`config.mk`:
```
export PLATFORM = sky130hd
export DESIGN_NAME = rgb_block_serializer
export DESIGN_NICKNAME = d
export VERILOG_FILES = /design/src/rtl/jpeg_out_pkg.sv /design/src/rtl/rgb_pingpong_buf.sv /design/src/rtl/rgb_block_serializer.sv
export SDC_FILE = /design/constraint.sdc
export NUM_CORES = 2
export LEC_CHECK = 0
export CAP_MARGIN = 10
export CORE_ASPECT_RATIO = 0.9
export CORE_MARGIN = 4
export CORE_UTILIZATION = 30
export DETAILED_ROUTE_END_ITERATION = 8
export SYNTH_ARGS = -nofsm -noshare
export SYNTH_HDL_FRONTEND = slang
export SYNTH_SLANG_ARGS = --single-unit
```
`constraint.sdc`:
```
create_clock -name clk -period 70.4 [get_ports clk]
set_input_delay 14.08 -clock clk [delete_from_list [all_inputs] [get_ports clk]]
set_output_delay 14.08 -clock clk [all_outputs]
set_load 0.02 [all_outputs]
```
`src/rtl/jpeg_out_pkg.sv`:
```
// ============================================================================
// Module      : jpeg_out_pkg
// Description : Shared pixel/block types, read-FSM states and output packing
//               for the RGB block serializer (SERIALIZER_RGB565_EN selects
//               16-bit RGB565 output packing).
// Revision    : 1.0 - initial release
// ============================================================================
`default_nettype none

package jpeg_out_pkg;

    localparam int PIX_W = 8;

`ifdef SERIALIZER_RGB565_EN
    localparam int PIX_OUT_W = 16;
`else
    localparam int PIX_OUT_W = 3 * PIX_W;
`endif

    typedef struct packed {
        logic [PIX_W-1:0] r;
        logic [PIX_W-1:0] g;
        logic [PIX_W-1:0] b;
    } rgb_pixel_t;

    typedef rgb_pixel_t [7:0][7:0] rgb_block_t;

    typedef enum logic [0:0] {
        ST_IDLE   = 1'b0,
        ST_STREAM = 1'b1
    } rd_state_t;

    function automatic logic [PIX_OUT_W-1:0] pack_pixel(input rgb_pixel_t p);
`ifdef SERIALIZER_RGB565_EN
        // Plain truncation of the low bits, no rounding.
        return {p.r[PIX_W-1 -: 5], p.g[PIX_W-1 -: 6], p.b[PIX_W-1 -: 5]};
`else
        return {p.r, p.g, p.b};
`endif
    endfunction

endpackage

`default_nettype wire

```
`src/rtl/rgb_pingpong_buf.sv`:
```
// ============================================================================
// Module      : rgb_pingpong_buf
// Description : Two full 8x8 RGB block registers; whole-block write port and
//               single-pixel read port.
// Revision    : 1.0 - initial release
// ============================================================================
`default_nettype none

module rgb_pingpong_buf
    import jpeg_out_pkg::*;
(
    input  logic       clk,
    input  logic       i_wr_en,
    input  logic       i_wr_sel,
    input  rgb_block_t i_blk,
    input  logic       i_rd_sel,
    input  logic [2:0] i_row,
    input  logic [2:0] i_col,
    output rgb_pixel_t o_pix
);

    // Data storage only; occupancy is tracked by the controller, so no reset.
    rgb_block_t r_buf [2];

    always_ff @(posedge clk) begin
        if (i_wr_en) begin
            r_buf[i_wr_sel] <= i_blk;
        end
    end

    assign o_pix = r_buf[i_rd_sel][i_row][i_col];

endmodule

`default_nettype wire

```
`src/rtl/rgb_block_serializer.sv`:
```
// ============================================================================
// Module      : rgb_block_serializer
// Description : Captures 8x8 RGB blocks into a ping-pong buffer and streams
//               them one pixel per cycle in raster order over valid/ready.
//               Optional macro SERIALIZER_RGB565_EN: 16-bit RGB565 pix_out.
// Revision    : 1.0 - initial release
// ============================================================================
`default_nettype none

module rgb_block_serializer
    import jpeg_out_pkg::*;
#(
    parameter int NBUF = 2
) (
    input  logic                        clk,
    input  logic                        rst,
    input  logic                        valid_in,
    input  logic [7:0][7:0][PIX_W-1:0]  r_in,
    input  logic [7:0][7:0][PIX_W-1:0]  g_in,
    input  logic [7:0][7:0][PIX_W-1:0]  b_in,
    output logic                        in_ready,
    output logic [PIX_OUT_W-1:0]        pix_out,
    output logic                        pix_valid,
    input  logic                        pix_ready,
    output logic [2:0]                  pix_row,
    output logic [2:0]                  pix_col,
    output logic                        block_last,
    output logic                        overflow
);

    localparam logic [1:0] C_NBUF = 2'(NBUF);

    rd_state_t  r_state;
    logic       r_wr_sel;
    logic       r_rd_sel;
    logic [1:0] r_count;
    logic [2:0] r_row;
    logic [2:0] r_col;
    logic       r_overflow;
    logic       r_in_ready;

    rgb_block_t w_blk;
    rgb_pixel_t w_pix;
    logic       w_xfer;
    logic       w_pop;
    logic       w_cap;
    logic       w_drop;
    logic [1:0] w_count_nxt;

    always_comb begin
        w_blk = '0;
        for (int i = 0; i < 8; i++) begin
            for (int j = 0; j < 8; j++) begin
                w_blk[i][j] = '{r: r_in[i][j], g: g_in[i][j], b: b_in[i][j]};
            end
        end
    end

    // A final-pixel pop frees a slot in the same cycle, so a full buffer
    // still accepts a block arriving on that cycle.
    assign w_xfer      = (r_state == ST_STREAM) && pix_ready;
    assign w_pop       = w_xfer && (r_row == 3'd7) && (r_col == 3'd7);
    assign w_cap       = valid_in && ((r_count < C_NBUF) || w_pop);
    assign w_drop      = valid_in && !w_cap;
    assign w_count_nxt = r_count + {1'b0, w_cap} - {1'b0, w_pop};

    always_ff @(posedge clk or negedge rst) begin
        if (!rst) begin
            r_state    <= ST_IDLE;
            r_wr_sel   <= 1'b0;
            r_rd_sel   <= 1'b0;
            r_count    <= 2'd0;
            r_row      <= 3'd0;
            r_col      <= 3'd0;
            r_overflow <= 1'b0;
            r_in_ready <= 1'b1;
        end else begin
            if (w_cap) begin
                r_wr_sel <= ~r_wr_sel;
            end
            if (w_drop) begin
                r_overflow <= 1'b1;
            end
            r_count    <= w_count_nxt;
            r_in_ready <= (w_count_nxt < C_NBUF);

            case (r_state)
                ST_IDLE: begin
                    r_row <= 3'd0;
                    r_col <= 3'd0;
                    if (r_count != 2'd0) begin
                        r_state <= ST_STREAM;
                    end
                end
                ST_STREAM: begin
                    if (w_pop) begin
                        r_rd_sel <= ~r_rd_sel;
                        r_row    <= 3'd0;
                        r_col    <= 3'd0;
                        if (w_count_nxt == 2'd0) begin
                            r_state <= ST_IDLE;
                        end
                    end else if (w_xfer) begin
                        if (r_col == 3'd7) begin
                            r_col <= 3'd0;
                            r_row <= r_row + 3'd1;
                        end else begin
                            r_col <= r_col + 3'd1;
                        end
                    end
                end
                default: r_state <= ST_IDLE;
            endcase
        end
    end

    rgb_pingpong_buf u_buf (
        .clk      (clk),
        .i_wr_en  (w_cap),
        .i_wr_sel (r_wr_sel),
        .i_blk    (w_blk),
        .i_rd_sel (r_rd_sel),
        .i_row    (r_row),
        .i_col    (r_col),
        .o_pix    (w_pix)
    );

    assign pix_valid  = (r_state == ST_STREAM);
    assign pix_out    = pix_valid ? pack_pixel(w_pix) : '0;
    assign pix_row    = r_row;
    assign pix_col    = r_col;
    assign block_last = pix_valid && (r_row == 3'd7) && (r_col == 3'd7);
    assign in_ready   = r_in_ready;
    assign overflow   = r_overflow;

endmodule

`default_nettype wire

```
==> summary.txt <==
Layout
  – Register area: 0.09259 mm²
  – Multi-input gate area: 0.02378 mm²
  – Layout Nets: 8660
  – Area Overhead vs Synth: 28.90%
  – Layout fillers: 35050
  – Fin area: 0.1516 mm²
  – Share of cells above drive strength 1: 18.77%
  – Final core occ: 38.93%

Yosys
  – Synth unique cells: 57
  – #FFs+latches synth: 3085
  – Post-synth ARST share: 0.4214%
  – Synth warnings: 0
  – Post-synth top area cell: edfxtp_1
  – Post-synth EDFFs: 3072
  – Post-Synthesis Cells: 5355
  – Register area share after synthesis: 78.73%
  – Top cells by area, synth: edfxtp_1 (78%), mux4_2 (13%), mux2i_1 (2.4%)
  – Syn nets: 6901
  – Synth Area per Inst: 21.96 µm²
  – Mapped cell area: 0.1176 mm²
  – Synth top area share: 78.45%
  – Ranking of synthesized cells by instance count: edfxtp_1 (3072), mux4_2 (657), mux2i_1 (286)
  – Primary FF master, synth: edfxtp_1
  – Most frequent cell after synthesis: edfxtp_1

Worst setup path
  – CP max FO: 47
  – Worst reg-to-reg setup slack: 62330 ps
  – Reg-to-Reg End: u_buf.r_buf[0][1299]
  – Critical path required time: 56320 ps
  – Worst-case reg-to-reg path depth: 14
  – Startpoint Class: register
  – CP endpoint: pix_out[16]
  – Crit. End Element: output pin
  – Setup crit start: r_rd_sel
  – WS Path Type: register to output pin
  – Crit path DAT: 8970 ps
  – Reg2reg start: pix_row[0]

Die
  – Row cnt: 217
  – Die Height: 601.9 µm
  – I/O pin cnt: 1574
  – Initial Utilization: 30.20%
  – Chip width: 667.9 µm
  – Die area: 0.4021 mm²
  – Total core area: 0.3893 mm²

Clock network
  – CTS root buffer: clkbuf_16
  – TritonCTS buffer count: 332
  – CTS max path bufs: 4
  – Hold-fix buffers at CTS: 0
  – Clock Latency Late Sink: 950 ps
  – Clock sink count: 3085
  – H-tree depth: 5
  – Clock-pin slew on the worst setup and hold paths: 60 ps
  – PostCTS Resize Cnt: 0
  – # Post-CTS Setup Buffers: 0
  – CTS tree: done

Drt
  – Routed WL: 458.6 mm
  – Wl on met1: 163.8 mm
  – Post-DRT Antenna Nets: 0
  – Total vias in the final route: 64960
  – Drt drc: 0
  – Pre-antenna DRT Iters: 6
  – Top sig layer: met5
  – WL/cell: 36.05 µm
  – Met2 Wirelength: 228.2 mm
  – Initial DRC Count: 7720
  – Met3 wire length: 47.43 mm
  – DR vias/cell: 5.107

GRT
  – Vias in the first global route: 66200
  – Pin count of the biggest net entering global routing: 171
  – First-pass GRT wire length: 597.2 mm
  – Initial antenna violation count: 374
  – GRT Residual Overflow: 0
  – All-Layer GR Usage: 22.11%

Timing
  – Fin Setup TNS: 0 ps
  – Fin. max-slew vios: 0
  – Final hold vios: 0
  – # setup viols final: 0
  – Slew headroom: 10.11%
  – Fmax: 43.38 MHz
  – Fin crit share: 32.74%
  – Tightest Pin Transition: 1348 ps
  – Clk_skew: 76.42 ps
  – Period minus WS final: 23050 ps
  – RSZ-0062 raised after global routing: no

Placement
  – Port Buffers: 1573
  – RePlAce Congestion: 0.8463
  – Placed cell area: 0.1399 mm²
  – Dpl hpwl: 342.9 mm

Power
  – Power per standard cell area: 37.04 mW/mm²
  – Pleak: 0.04735 µW
  – Peak VDD IR: 0.00002321 V

Run
  – Max-cap viol count: 0

Outcome
  – Outcome: completed

Hold path
  – Worst min-delay path class: register to register
  – Worst hold start: overflow
[worst max-delay path, stage by stage (launching register included)]
cell             delay (ps)
dfrtp_4                 650
buf_4                   530
buf_4                   650
buf_4                   680
buf_4                   740
buf_4                   830
buf_4                   800
mux4_2                  600
nand2_1                  90
and2_1                  180
o22ai_1                  90
nor3_1                  780
a41oi_1                 550
clkdlybuf4s50_1         700
[state kept, by name, indices dropped and copies added, names as in the netlist]
name and flops:
in_ready 1, pix_col 3, r_wr_sel 1, pix_row 3
r_rd_sel 1, u_buf.r_buf 3072, r_count 2, pix_valid 1
overflow 1
[cells by family (layout without fill, tap and decap cells)]
family | Yosys count | after routing | synth area share, %
AO/OA/AOI/OAI | 488 | 488 | 2.831
XOR/XNOR | 4 | 4 | 0.02980
adder cells (fa/ha/maj) | 6 | 6 | 0.06384
buffers and inverters | 303 | 2339 | 1.366
flip-flops | 3085 | 3085 | 78.73
multiplexers | 943 | 943 | 15.02
other | 0 | 184 | 0
AND/OR/NAND/NOR | 526 | 526 | 1.964
[power breakdown]
part	switching (µW)	total, µW	internal, µW
Combinational	890	1320	430
Clock	751	1790	1040
Sequential	82.3	2510	2420
Total	1720	5610	3890
[layout by cell type, fill, tap and decap left out, types with 52 or more instances in the layout]
cell / count
a22oi_1: 110
buf_4: 127
nor2_1: 79
nand2_1: 271
clkbuf_1: 60
clkinv_1: 63
mux4_2: 657
nand3_1: 59
edfxtp_1: 3072
clkdlybuf4s50_1: 1573
a21oi_1: 112
o22ai_1: 65
mux2i_1: 282
diode_2: 184
clkbuf_16: 337
clkinv_2: 52
[area by class of cell]
cell class                      count  share of cell area (%)
Sequential cell                  3085                   61.09
Clock inverter                    214                   1.655
Tap cell                         5146                   4.248
Antenna cell                      184                  0.3038
Multi-Input combinational cell   1967                   15.69
Timing Repair Buffer             1720                   11.27
Clock buffer                      397                   5.712
Inverter                            8                 0.03302
[metrics by stage]
| step | std cells | total power, µW | hold slack [ps] | worst slack, ps |
|---|---|---|---|---|
| floorplan | 5355 | 3776 | 478.8 | 14950 |
| global placement | 11920 | 3873 | 465.9 | 48250 |
| detailed placement | 11930 | 3905 | 501.2 | 48130 |
| CTS | 12540 | 5694 | 518.7 | 47140 |
| global route | 12620 | 5820 | 539.8 | 46750 |
| finish | 12720 | 5614 | 528.9 | 47350 |
[per-layer routing]
layer | track usage [%] | vias to the layer above
li1 | - | 26390
met1 | 26.01 | 34040
met2 | 37.16 | 3388
met3 | 7.448 | 939
met4 | 8.725 | 210
met5 | 0 | -
[worst min path at each step]
stage	endpoint	cells past startpoint	slack, ps
global placement	overflow	1	470
finish	overflow	1	530
detailed placement	overflow	1	500
CTS	overflow	1	520
floorplan	r_wr_sel	1	480
global route	overflow	1	540
No activity file was read; power rests on OpenSTA's default activity.
